<file path="src/rtl/accel_spi_responder.sv">
// ADXL362-style SPI mode-0 slave; miso/write/xact_done act SYNC_STAGES+2 clk after pin edges, no backpressure.
// Optional soft-reset command register 0x1F enabled by defining ACCEL_SOFT_RESET_EN.
module accel_spi_responder #(
  parameter int          SYNC_STAGES = 2,
  parameter logic [7:0]  PART_ID     = 8'hF2
) (
  input  logic        clk,
  input  logic        resetn,
  input  logic        sck,
  input  logic        ss,
  input  logic        mosi,
  output logic        miso,
  input  logic [11:0] x_data,
  input  logic [11:0] y_data,
  input  logic [11:0] z_data,
  input  logic [11:0] temp_data,
  output logic [7:0]  power_ctl,
  output logic [7:0]  filter_ctl,
  output logic        xact_done
);

  typedef enum logic [2:0] {
    S_IDLE, S_CMD, S_ADDR_WR, S_ADDR_RD, S_IGNORE, S_WRITE, S_READ
  } state_t;

  logic [SYNC_STAGES-1:0] sckSync, ssSync, mosiSync;
  logic sckLvl, ssLvl, mosiLvl;
  logic sckQ, ssQ;
  logic sckRiseP, sckFallP, ssRiseP, ssFallP, mosiBit;

  state_t      state;
  logic [2:0]  bitCnt;
  logic [6:0]  shiftIn;
  logic [7:0]  addr;
  logic [7:0]  txShift;
  logic        loadPend;
  logic        anyByte;
  logic [11:0] xShadow, yShadow, zShadow, tShadow;
  logic [7:0]  newByte;
  logic [7:0]  readData;

  assign sckLvl  = sckSync[SYNC_STAGES-1];
  assign ssLvl   = ssSync[SYNC_STAGES-1];
  assign mosiLvl = mosiSync[SYNC_STAGES-1];
  assign newByte = {shiftIn, mosiBit};
  assign miso    = txShift[7];

  // ss synchronizer resets high so an idle bus never looks like a select.
  always_ff @(posedge clk or negedge resetn) begin
    if (!resetn) begin
      sckSync  <= '0;
      ssSync   <= '1;
      mosiSync <= '0;
      sckQ     <= 1'b0;
      ssQ      <= 1'b1;
      sckRiseP <= 1'b0;
      sckFallP <= 1'b0;
      ssRiseP  <= 1'b0;
      ssFallP  <= 1'b0;
      mosiBit  <= 1'b0;
    end else begin
      sckSync  <= {sckSync[SYNC_STAGES-2:0], sck};
      ssSync   <= {ssSync[SYNC_STAGES-2:0], ss};
      mosiSync <= {mosiSync[SYNC_STAGES-2:0], mosi};
      sckQ     <= sckLvl;
      ssQ      <= ssLvl;
      sckRiseP <= sckLvl & ~sckQ;
      sckFallP <= ~sckLvl & sckQ;
      ssRiseP  <= ssLvl & ~ssQ;
      ssFallP  <= ~ssLvl & ssQ;
      mosiBit  <= mosiLvl;
    end
  end

  always_comb begin
    readData = 8'h00;
    case (addr)
      8'h00: readData = 8'hAD;
      8'h01: readData = 8'h1D;
      8'h02: readData = PART_ID;
      8'h0E: readData = xShadow[7:0];
      8'h0F: readData = {{4{xShadow[11]}}, xShadow[11:8]};
      8'h10: readData = yShadow[7:0];
      8'h11: readData = {{4{yShadow[11]}}, yShadow[11:8]};
      8'h12: readData = zShadow[7:0];
      8'h13: readData = {{4{zShadow[11]}}, zShadow[11:8]};
      8'h14: readData = tShadow[7:0];
      8'h15: readData = {{4{tShadow[11]}}, tShadow[11:8]};
      8'h2C: readData = filter_ctl;
      8'h2D: readData = power_ctl;
      default: readData = 8'h00;
    endcase
  end

  always_ff @(posedge clk or negedge resetn) begin
    if (!resetn) begin
      state      <= S_IDLE;
      bitCnt     <= 3'd0;
      shiftIn    <= 7'd0;
      addr       <= 8'h00;
      txShift    <= 8'h00;
      loadPend   <= 1'b0;
      anyByte    <= 1'b0;
      xShadow    <= 12'd0;
      yShadow    <= 12'd0;
      zShadow    <= 12'd0;
      tShadow    <= 12'd0;
      power_ctl  <= 8'h00;
      filter_ctl <= 8'h13;
      xact_done  <= 1'b0;
    end else begin
      xact_done <= 1'b0;
      // ss edges take priority over any coincident sck edge.
      if (ssRiseP) begin
        state     <= S_IDLE;
        bitCnt    <= 3'd0;
        txShift   <= 8'h00;
        loadPend  <= 1'b0;
        xact_done <= anyByte;
        anyByte   <= 1'b0;
      end else if (ssFallP) begin
        state    <= S_CMD;
        bitCnt   <= 3'd0;
        txShift  <= 8'h00;
        loadPend <= 1'b0;
        anyByte  <= 1'b0;
      end else if (state != S_IDLE) begin
        if (sckRiseP) begin
          shiftIn <= newByte[6:0];
          bitCnt  <= bitCnt + 3'd1;
          if (bitCnt == 3'd7) begin
            anyByte <= 1'b1;
            case (state)
              S_CMD: begin
                xShadow <= x_data;
                yShadow <= y_data;
                zShadow <= z_data;
                tShadow <= temp_data;
                case (newByte)
                  8'h0A:   state <= S_ADDR_WR;
                  8'h0B:   state <= S_ADDR_RD;
                  default: state <= S_IGNORE;
                endcase
              end
              S_ADDR_WR: begin
                addr  <= newByte;
                state <= S_WRITE;
              end
              S_ADDR_RD: begin
                addr     <= newByte;
                state    <= S_READ;
                loadPend <= 1'b1;
              end
              S_WRITE: begin
                if (addr == 8'h2D) power_ctl <= newByte;
                else if (addr == 8'h2C) filter_ctl <= newByte;
`ifdef ACCEL_SOFT_RESET_EN
                else if (addr == 8'h1F && newByte == 8'h52) begin
                  power_ctl  <= 8'h00;
                  filter_ctl <= 8'h13;
                end
`endif
                addr <= addr + 8'd1;
              end
              S_READ: begin
                addr     <= addr + 8'd1;
                loadPend <= 1'b1;
              end
              default: ;
            endcase
          end
        end else if (sckFallP && state == S_READ) begin
          if (loadPend) begin
            txShift  <= readData;
            loadPend <= 1'b0;
          end else begin
            txShift <= {txShift[6:0], 1'b0};
          end
        end
      end
    end
  end

endmodule

</file>
<file path="config.mk">
export PLATFORM = sky130hd
export DESIGN_NAME = accel_spi_responder
export DESIGN_NICKNAME = d
export VERILOG_FILES = /design/src/rtl/accel_spi_responder.sv
export SDC_FILE = /design/constraint.sdc
export NUM_CORES = 1
export LEC_CHECK = 0
export BUFFER_PORTS_ARGS = -buffer_cell sky130_fd_sc_hd__buf_4
export CAP_MARGIN = 5
export CORE_MARGIN = 3
export CORE_UTILIZATION = 50
export CTS_CLUSTER_SIZE = 12
export DETAILED_ROUTE_END_ITERATION = 8
export PLACE_DENSITY = 0.73
export SETUP_SLACK_MARGIN = 0.2
export SLEW_MARGIN = 10
export SYNTH_ARGS = -nofsm -noshare
export SYNTH_HDL_FRONTEND = slang
export SYNTH_SLANG_ARGS = --single-unit
</file>
<file path="constraint.sdc">
create_clock -name clk -period 1.87 [get_ports clk]
set_input_delay 0.561 -clock clk [delete_from_list [all_inputs] [get_ports clk]]
set_output_delay 0.561 -clock clk [all_outputs]
set_load 0.05 [all_outputs]
</file>
==> results of run 1 <==
[kinds of logic after synthesis]
| logic type | count (synthesis) |
|---|---|
| flops | 109 |
| simple gates | 106 |
| compound gates | 93 |
| mux | 78 |
| buf+inv | 40 |
| fa+ha+maj | 6 |
| xor+xnor | 4 |
[power groups by stage]
stage | logic (W) | registers (W) | clock network (W)
after floorplan | 0.000195 | 0.00259 | 0
final | 0.000495 | 0.00260 | 0.00160
after detailed placement | 0.000414 | 0.00263 | 0
after global placement | 0.000403 | 0.00262 | 0
after global routing | 0.000542 | 0.00261 | 0.00171
after CTS | 0.000456 | 0.00258 | 0.00162
[area by class of cell]
cell class              count  share of cell area [%]
multi-input cells         288                    37.0
well taps                 133                    2.20
inverters                  13                   0.645
clock inverters             5                    1.07
flip-flops and latches    109                    36.2
clock buffers              11                    1.87
repair buffers            170                    21.0
[Yosys cell counts, types with 4 or more instances]
cell type / instances
sky130_fd_sc_hd__buf_2: 11
sky130_fd_sc_hd__ha_1: 6
sky130_fd_sc_hd__dfstp_2: 6
sky130_fd_sc_hd__mux2i_1: 5
sky130_fd_sc_hd__nand2b_1: 5
sky130_fd_sc_hd__inv_1: 13
sky130_fd_sc_hd__a32oi_1: 4
sky130_fd_sc_hd__o21ai_0: 11
sky130_fd_sc_hd__a22oi_1: 14
sky130_fd_sc_hd__o21ai_1: 5
sky130_fd_sc_hd__mux2_2: 65
sky130_fd_sc_hd__nor2b_1: 5
sky130_fd_sc_hd__a21oi_1: 13
sky130_fd_sc_hd__nor3_1: 16
sky130_fd_sc_hd__dfrtp_1: 103
sky130_fd_sc_hd__mux2_4: 8
sky130_fd_sc_hd__clkbuf_1: 12
sky130_fd_sc_hd__nand3_1: 10
sky130_fd_sc_hd__nand2_1: 20
sky130_fd_sc_hd__nor2_1: 20
sky130_fd_sc_hd__o22ai_1: 4
sky130_fd_sc_hd__a22o_1: 10
sky130_fd_sc_hd__and3_1: 4
[worst paths after layout]
kind	from	to	slack (ns)	depth (start not counted)
worst max-delay path	addr[1]	txShift[3]	-0.14	7
worst min-delay path	resetn	mosiSync[1]	0.07	1
worst max register to register	addr[1]	txShift[3]	-0.14	7
worst min register to register	mosiSync[1]	mosiBit	0.36	0
max in group asynchronous	resetn	filter_ctl[0]	1.21	2
min in group clk	sck	sckSync[0]	0.28	1
[metal layers]
metal / up-vias / routed length (um) / track usage (%)
met5: - / 0 / 0
met4: 0 / 512 / 10.6
met3: 56 / 953 / 5.73
met2: 190 / 7260 / 41.9
met1: 2172 / 6460 / 37.0
li1: 1922 / - / -
[registers in the layout, summed over array words and instances, names as in the netlist, 8 cells and up]
| name | flops |
|---|---|
| zShadow | 12 |
| txShift | 8 |
| filter_ctl | 8 |
| addr | 8 |
| yShadow | 12 |
| power_ctl | 8 |
| tShadow | 12 |
| xShadow | 12 |
[timing repair]
action | 4_1_cts | 5_1_grt
resized for setup | 86 | 38
setup buffers | 18 | 9
pin swaps | 14 | 16
setup endpoints to repair | 85 | 86
cloned | 6 | 1
endpoints found under the hold margin | 0 | 0
[metrics by stage]
| stage | power, W | worst slack [ns] | std cells | hold slack, ns |
|---|---|---|---|---|
| after floorplan | 0.00278 | -0.0231 | 436 | 0.265 |
| after global placement | 0.00303 | -0.154 | 679 | 0.332 |
| after detailed placement | 0.00304 | -0.237 | 679 | 0.336 |
| after CTS | 0.00466 | -0.142 | 719 | 0.0683 |
| after global routing | 0.00487 | -0.218 | 729 | 0.0722 |
| final | 0.00470 | -0.141 | 729 | 0.0699 |
==> impl_metrics.yaml, run 1 <==
status:
  outcome: "finished, violations left"
  violations: "negative setup slack"
power_and_ir_drop:
  power_density_nw_per_um2: 621
  worst_ir_drop_vdd_uv: 451
  pwr-share-seq_pct: 55.3
  internal_power_w: 0.00356
  p_clk_share_pct: 34.2
  switching_share_pct: 24.2
  p_comb_share_pct: 10.5
  p_sw_w: 0.00114
  p_leak_nw: 3.62
worst_setup_path:
  critical_path_buf_inv_count: 2
  cpLargestDelayFamily: "simple AND/OR/NAND/NOR gates"
  crit_path_top_delay_cell: "sky130_fd_sc_hd__or4b_4"
  crit_path_max_fanout: 9
  timing.critical_path.mode_cell: "sky130_fd_sc_hd__a221oi_2"
  cp.required_ns: 2.18
  timing.critical_path.cells: "ha_2 -> buf_6 -> inv_1 -> a221oi_2 -> a221oi_2 -> or4b_4 -> o21ai_1"
  critical_path_arrival_ns: 2.32
  critPathKind: "reg -> reg"
  endpoint_kind: "register"
  crit_path_max_incr_delay_ns: 0.55
  setup.worst_path.start_class: "register"
floorplan:
  num_io_pins: 71
  floorplan.die.width_um: 108
  initial_utilization_pct: 52.3
  floorplan.die_area_um2: 11700
  rows: 36
  die_height_um: 108
  core_region_area_um2: 9950
logic_synthesis:
  synthFlopType: "sky130_fd_sc_hd__dfrtp_1"
  yosys.area.top_type_share_pct: 49.5
  yosys-mux-area-fraction_pct: 17.3
  synth.net_count: 495
  synth-edff-count: 0
  synth_seq_cells: 109
  synthDistinctLibCells: 65
  syn_inst: 436
  synth_area_per_cell_um2: 11.9
  post_synth_and_or_nand_nor_area_fraction_pct: 11.3
  synth-seq-area-share_pct: 52.5
  post-synth-top-area-cell: "sky130_fd_sc_hd__dfrtp_1"
  post_synth_fa_ha_maj_area_fraction_pct: 1.44
  ys_warn_count: 0
  synth_area_in_xor_xnor_pct: 0.673
  synthesis.area_um2: 5200
  netlist_top_cells_area: "sky130_fd_sc_hd__dfrtp_1 50%, sky130_fd_sc_hd__mux2_2 14%, sky130_fd_sc_hd__dfstp_2 3.0%"
  synth_compound_gate_area_share_pct: 13.3
  main_combinational_cell_family_by_area_after_synthesis: "multiplexers"
  synth-async-reset-ratio_pct: 100
placed_design:
  numPortBuffers: 70
  post_dp_cell_area_um2: 6470
  routabilityCongestion: 0.941
  place.detailed.hpwl_mm: 9.89
cells_and_area:
  post-route-util_pct: 76.0
  final_layout_size_suffix_gt1_share_pct: 54.7
  layout-area-overhead-vs-synth_pct: 45.4
  antenna_cells_inserted: 0
  n_fill_cell: 598
  layout.nets: 650
  multiInputGateArea_um2: 2800
  seq_area_um2: 2740
  stdcell_area_um2: 7570
  most-common-layout-cells: "141 x sky130_fd_sc_hd__buf_4, 98 x sky130_fd_sc_hd__dfrtp_1, 64 x sky130_fd_sc_hd__mux2_4"
  most_frequent_standard_cell_in_the_layout_excluding_fill_and_tap_cells: "sky130_fd_sc_hd__buf_4"
cts:
  cts_sinks: 109
  ctsHoldBuffers: 0
  cts.htree.levels: 3
  cts_tree: "yes"
  worstSkewPairLatency_ns: 0.39
  clk_pin_slew_worst_paths_ns: 0.10
  ctsLongestPathBuffers: 2
  clock-root-buffer: "sky130_fd_sc_hd__clkbuf_8"
  total_clock_buffers_created_by_cts: 9
sta:
  grt_setup_unrepaired: "yes"
  fmax_mhz: 497
  tightestPinTransition_ns: 0.593
  timing.final.ws_setup_ns: -0.141
  report.final.slew_viol_count: 0
  finalSetupTns_ns: -0.901
  period_minus_slack_ns: 2.01
  fin_skew_ns: 0.0184
  post-route-period-util_pct: 108
  final-setup-viol-count: 8
  max_slew_margin_pct: 60.2
  finalHoldViolations: 0
routing:
  vias_per_cell: 5.95
  via_count: 4340
  average_wire_per_cell_in_the_routed_design_um: 20.8
  detail_route.first_pass.iterations: 5
  final_antenna_violating_net_count: 0
  drc: 0
  routed_wirelength_mm: 15.2
  drt_iter0_drc: 328
global_route:
  global_route_wire_length_before_repair_mm: 23.8
  first_global_vias: 4509
  global_route.usage.total_pct: 26.9
  grt_antenna_before_repair: 0
  globalRoute.totalOverflow: 0
  grt_max_degree: 38
worst_hold_path:
  hold_path.class: "in -> async"
flow_run:
  drv.max_cap_violation_count: 0
(Power assumes the default switching activity.)
==> run 2, diff against run 1 <==
--- a/config.mk
+++ b/config.mk
@@ -8,10 +8,10 @@
 export BUFFER_PORTS_ARGS = -buffer_cell sky130_fd_sc_hd__buf_4
 export CAP_MARGIN = 5
 export CORE_MARGIN = 3
-export CORE_UTILIZATION = 50
+export CORE_UTILIZATION = 35
 export CTS_CLUSTER_SIZE = 12
 export DETAILED_ROUTE_END_ITERATION = 8
-export PLACE_DENSITY = 0.73
+export PLACE_DENSITY = 0.54
 export SETUP_SLACK_MARGIN = 0.2
 export SLEW_MARGIN = 10
 export SYNTH_ARGS = -nofsm -noshare
==> run 2 against run 1 <==
Sequential share of layout area down 0.52 points; critical endpoint is now txShift[5]; clock-buffer cell count up 1; die area up 40%; sequential power about the same; total power up 6.0%; the flow still finishes with violations (negative setup slack); worst hold slack better by 0.14 ns; combinational power up 2%.
==> impl_metrics.yaml, run 2 (same netlist as run 1, synthesis figures left out) <==
status:
  outcome: "finished, violations left"
  violations: "negative setup slack"
cts:
  clk_pin_slew_worst_paths_ns: 0.07
  total_clock_buffers_created_by_cts: 9
  cts_tree: "yes"
  cts_sinks: 109
  ctsLongestPathBuffers: 2
  worstSkewPairLatency_ns: 0.35
  clock-root-buffer: "sky130_fd_sc_hd__clkbuf_16"
  cts.htree.levels: 3
global_route:
  grt_antenna_before_repair: 0
  global_route.usage.total_pct: 18.4
  grt_max_degree: 56
  globalRoute.totalOverflow: 0
  global_route_wire_length_before_repair_mm: 23.5
  first_global_vias: 4355
worst_setup_path:
  critPathKind: "reg -> reg"
  cp.required_ns: 2.15
  endpoint_kind: "register"
  setup.worst_path.start_class: "register"
  crit_path_max_fanout: 5
  critical_path_arrival_ns: 2.25
floorplan:
  initial_utilization_pct: 36.6
  floorplan.die_area_um2: 16400
  floorplan.die.width_um: 128
  num_io_pins: 71
  rows: 43
  core_region_area_um2: 14200
  die_height_um: 128
flow_run:
  drv.max_cap_violation_count: 0
sta:
  period_minus_slack_ns: 1.97
  fin_skew_ns: 0.00676
  fmax_mhz: 507
  tightestPinTransition_ns: 0.438
  post-route-period-util_pct: 106
  final-setup-viol-count: 13
  report.final.slew_viol_count: 0
  max_slew_margin_pct: 70.5
  finalHoldViolations: 0
  grt_setup_unrepaired: "yes"
  timing.final.ws_setup_ns: -0.104
routing:
  via_count: 4158
  average_wire_per_cell_in_the_routed_design_um: 18.5
  detail_route.first_pass.iterations: 4
  drc: 0
  final_antenna_violating_net_count: 0
  routed_wirelength_mm: 14.5
  drt_iter0_drc: 155
  vias_per_cell: 5.29
cells_and_area:
  layout.nets: 660
  stdcell_area_um2: 7670
  most_frequent_standard_cell_in_the_layout_excluding_fill_and_tap_cells: "sky130_fd_sc_hd__buf_4"
  post-route-util_pct: 54.0
  antenna_cells_inserted: 0
  final_layout_size_suffix_gt1_share_pct: 52.6
  n_fill_cell: 1257
  layout-area-overhead-vs-synth_pct: 47.3
  most-common-layout-cells: "151 x sky130_fd_sc_hd__buf_4, 100 x sky130_fd_sc_hd__dfrtp_1, 64 x sky130_fd_sc_hd__mux2_4"
placed_design:
  numPortBuffers: 70
  routabilityCongestion: 0.809
  post_dp_cell_area_um2: 6700
  detailedPlace.worstSlack_ns: -0.288
  place.detailed.hpwl_mm: 10.2
power_and_ir_drop:
  worst_ir_drop_vdd_uv: 407
  p_leak_nw: 3.68
  power_density_nw_per_um2: 649
worst_hold_path:
  hold_path.class: "in -> async"
[run 2: path summary, 6_finish.rpt]
path / from / end / slack [ns] / cells after the start
worst max-delay path: addr[0] / txShift[5] / -0.10 / 7
worst min-delay path: resetn / mosiSync[0] / 0.21 / 2
worst max register to register: addr[0] / txShift[5] / -0.10 / 7
worst min register to register: sckSync[0] / sckSync[1] / 0.35 / 0
max in group asynchronous: resetn / filter_ctl[0] / 1.36 / 2
min in group clk: ss / ssSync[0] / 0.31 / 1
[run 2: final cells by class]
| cell class | instances | area, um2 | area share, % |
|---|---|---|---|
| Sequential cell | 109 | 2740 | 35.7 |
| Multi-Input combinational cell | 288 | 2730 | 35.6 |
| Timing Repair Buffer | 180 | 1640 | 21.4 |
| Clock buffer | 12 | 236 | 3.08 |
| Tap cell | 180 | 225 | 2.94 |
| Clock inverter | 4 | 48.8 | 0.636 |
| Inverter | 13 | 48.8 | 0.636 |
[run 2: layer usage]
metal | up-vias | GRT usage [%] | share of wire (%)
li1 | 1944 | - | -
met3 | 19 | 2.79 | 3.8
met5 | - | 0 | 0
met2 | 87 | 29.0 | 48
met4 | 0 | 6.30 | 1.5
met1 | 2108 | 26.1 | 46
[run 2: repair_timing]
| item | 4_1_cts | 5_1_grt |
|---|---|---|
| pin swaps | 20 | 6 |
| setup endpoints to repair | 83 | 85 |
| gates resized for setup | 79 | 21 |
| cloned | 5 | 0 |
| hold buffers | 0 | 0 |
| buffers inserted | 14 | 6 |
[run 2: power by group]
group / internal, W / total, W / switching [W] / leakage [nW]
Clock: 0.00104 / 0.00189 / 0.000847 / 0.141
Sequential: 0.00247 / 0.00259 / 0.000112 / 1.36
Combinational: 0.000296 / 0.000504 / 0.000208 / 2.18
Total: 0.00381 / 0.00498 / 0.00117 / 3.68
[run 2: through the flow]
step                setup TNS, ns  total power, W  cells  hold WS, ns
global placement            -2.68         0.00304    745        0.335
finish                     -0.861         0.00498    786        0.205
CTS                         -1.15         0.00500    780        0.211
detailed placement          -3.69         0.00306    745        0.336
floorplan                  -0.263         0.00278    436        0.265
global route                -2.91         0.00519    786        0.222
[run 2: worst max-delay path, cell delays in order, from the launching register on]
cell	delay, ns
sky130_fd_sc_hd__dfrtp_1	0.42
sky130_fd_sc_hd__inv_2	0.12
sky130_fd_sc_hd__ha_4	0.17
sky130_fd_sc_hd__nand4b_1	0.14
sky130_fd_sc_hd__a221oi_2	0.29
sky130_fd_sc_hd__a221oi_2	0.08
sky130_fd_sc_hd__or4b_4	0.54
sky130_fd_sc_hd__o21ai_1	0.14
==> run 3, diff against run 2 <==
--- a/config.mk
+++ b/config.mk
@@ -8,10 +8,10 @@
 export BUFFER_PORTS_ARGS = -buffer_cell sky130_fd_sc_hd__buf_4
 export CAP_MARGIN = 5
 export CORE_MARGIN = 3
-export CORE_UTILIZATION = 35
+export CORE_UTILIZATION = 40
 export CTS_CLUSTER_SIZE = 12
 export DETAILED_ROUTE_END_ITERATION = 8
-export PLACE_DENSITY = 0.54
+export PLACE_DENSITY = 0.6
 export SETUP_SLACK_MARGIN = 0.2
 export SLEW_MARGIN = 10
 export SYNTH_ARGS = -nofsm -noshare
==> run 3 against run 2 <==
Largest cell class is now multi-input combinational cells; clock-buffer cell count grew 1; critical path type unchanged; cell count grew 0.25%; the run still ends with negative setup slack left; sequential share of layout area shrank 1.1 points; largest power group unchanged; highest routed layer unchanged; via count grew 3.3%.
==> impl_metrics.yaml, run 3 (same netlist as run 1, synthesis figures left out) <==
status:
  outcome: "finished, violations left"
  violations: "negative setup slack"
global_route:
  globalRoute.totalOverflow: 0
  grtUsageMet3_pct: 3.35
  grtUsageMet1_pct: 29.6
  grt_antenna_before_repair: 0
  global_route_wire_length_before_repair_mm: 23.3
  first_global_vias: 4368
  grt_max_degree: 42
  gr-max-usage-layer: "met2"
  grt.met2_usage_pct: 31.9
  global_route.usage.total_pct: 20.7
power_and_ir_drop:
  p_sw_w: 0.00118
  switching_share_pct: 24.0
  internal_power_w: 0.00376
  total_power_w: 0.00494
  p_comb_share_pct: 10.3
  power_density_nw_per_um2: 624
  worst_ir_drop_vdd_uv: 477
  p_leak_nw: 3.76
  p_clk_share_pct: 37.2
  pwr-share-seq_pct: 52.5
cells_and_area:
  final_layout_size_suffix_gt1_share_pct: 56.2
  stdcell_area_um2: 7920
  instances_no_fill: 788
  most-common-layout-cells: "152 x sky130_fd_sc_hd__buf_4, 97 x sky130_fd_sc_hd__dfrtp_1, 71 x sky130_fd_sc_hd__mux2_4"
  antenna_cells_inserted: 0
  layout.nets: 670
  layout-area-overhead-vs-synth_pct: 52.1
  most_frequent_standard_cell_in_the_layout_excluding_fill_and_tap_cells: "sky130_fd_sc_hd__buf_4"
flow_run:
  drv.max_cap_violation_count: 0
placed_design:
  dp_cells: 733
  place.detailed.hpwl_mm: 10.1
  routabilityCongestion: 0.904
  post_dp_cell_area_um2: 6630
  numPortBuffers: 70
  detailedPlace.worstSlack_ns: -0.199
worst_hold_path:
  hold_path.class: "in -> async"
worst_setup_path:
  cp.required_ns: 2.15
  endpoint_kind: "register"
  critPathKind: "reg -> reg"
  critical_path_arrival_ns: 2.30
  crit_path_max_fanout: 5
  setup.worst_path.start_class: "register"
floorplan:
  floorplan.die_area_um2: 14400
  num_io_pins: 71
  initial_utilization_pct: 41.1
  core_region_area_um2: 12700
  die_height_um: 120
  rows: 41
  floorplan.die.width_um: 120
sta:
  report.final.slew_viol_count: 0
  fin_skew_ns: 0.00869
  post-route-period-util_pct: 108
  fmax_mhz: 495
  tightestPinTransition_ns: 0.419
  max_slew_margin_pct: 71.8
  final-setup-viol-count: 43
  grt_setup_unrepaired: "yes"
  period_minus_slack_ns: 2.02
  finalHoldViolations: 0
  timing.final.ws_setup_ns: -0.151
routing:
  via_count: 4296
  final_antenna_violating_net_count: 0
  routed_wirelength_mm: 15.2
  drt_iter0_drc: 254
  vias_per_cell: 5.45
  detail_route.first_pass.iterations: 5
  average_wire_per_cell_in_the_routed_design_um: 19.2
  drc: 0
cts:
  clk_pin_slew_worst_paths_ns: 0.07
  cts_sinks: 109
  cts.htree.levels: 3
  ctsHoldBuffers: 0
  worstSkewPairLatency_ns: 0.36
  clock-root-buffer: "sky130_fd_sc_hd__clkbuf_16"
  ctsLongestPathBuffers: 2
  cts_tree: "yes"
  total_clock_buffers_created_by_cts: 9
[run 3: worst paths after layout]
path	startpoint	end	slack, ns	cells after the start
hold reg to reg	sckSync[0]	sckSync[1]	0.35	0
min in group clk	mosi	mosiSync[0]	0.31	1
setup / recovery	addr[0]	txShift[2]	-0.15	7
hold / removal	resetn	xShadow[9]	0.07	1
setup reg to reg	addr[0]	txShift[2]	-0.15	7
max in group asynchronous	resetn	ssSync[0]	1.18	2
[run 3: per-layer routing]
metal  part of all wire [%]  vias to the layer above
li1                       -                     1964
met1                     47                     2196
met2                     47                      120
met3                    4.4                       16
met4                    1.7                        0
met5                      0                        -
[run 3: metrics by stage]
| step | utilization (%) | hold slack [ns] | TNS (ns) |
|---|---|---|---|
| floorplan | - | 0.265 | -0.263 |
| global placement | 52.4 | 0.333 | -2.29 |
| detailed placement | 52.4 | 0.336 | -3.06 |
| CTS | 59.2 | 0.0824 | -1.02 |
| global route | 62.5 | 0.0887 | -4.38 |
| finish | 62.5 | 0.0734 | -1.26 |
[run 3: what timing repair did]
item                                    4_1_cts  5_1_grt
buffers inserted                             22        9
gates resized for setup                      88       50
hold endpoints to repair                      0        0
pin swaps                                    18       21
endpoints found under the setup margin       82       83
cloned                                        3        5
[run 3: layout make-up]
| cell class | instances | area, um2 |
|---|---|---|
| clock buffers | 13 | 260 |
| clock inverters | 3 | 21.3 |
| fillers | 984 | 4750 |
| inverters | 13 | 48.8 |
| multi-input cells | 289 | 2890 |
| flip-flops and latches | 109 | 2740 |
| well taps | 172 | 215 |
| repair buffers | 189 | 1740 |
[run 3: critical path, cell delays in order (launching register included)]
cell and delay [ns]:
sky130_fd_sc_hd__dfrtp_1 0.41, sky130_fd_sc_hd__inv_2 0.12, sky130_fd_sc_hd__ha_4 0.17, sky130_fd_sc_hd__nand4b_1 0.17
sky130_fd_sc_hd__a221oi_2 0.31, sky130_fd_sc_hd__a221oi_2 0.08, sky130_fd_sc_hd__or4b_4 0.54, sky130_fd_sc_hd__o21ai_1 0.15
[run 3: power groups by stage]
stage	combinational, W	clock, W	sequential (W)
5_1_grt	0.000557	0.00195	0.00261
4_1_cts	0.000464	0.00187	0.00259
6_report	0.000509	0.00184	0.00259
3_5_place_dp	0.000422	0	0.00262
2_1_floorplan	0.000195	0	0.00259
3_3_place_gp	0.000410	0	0.00262
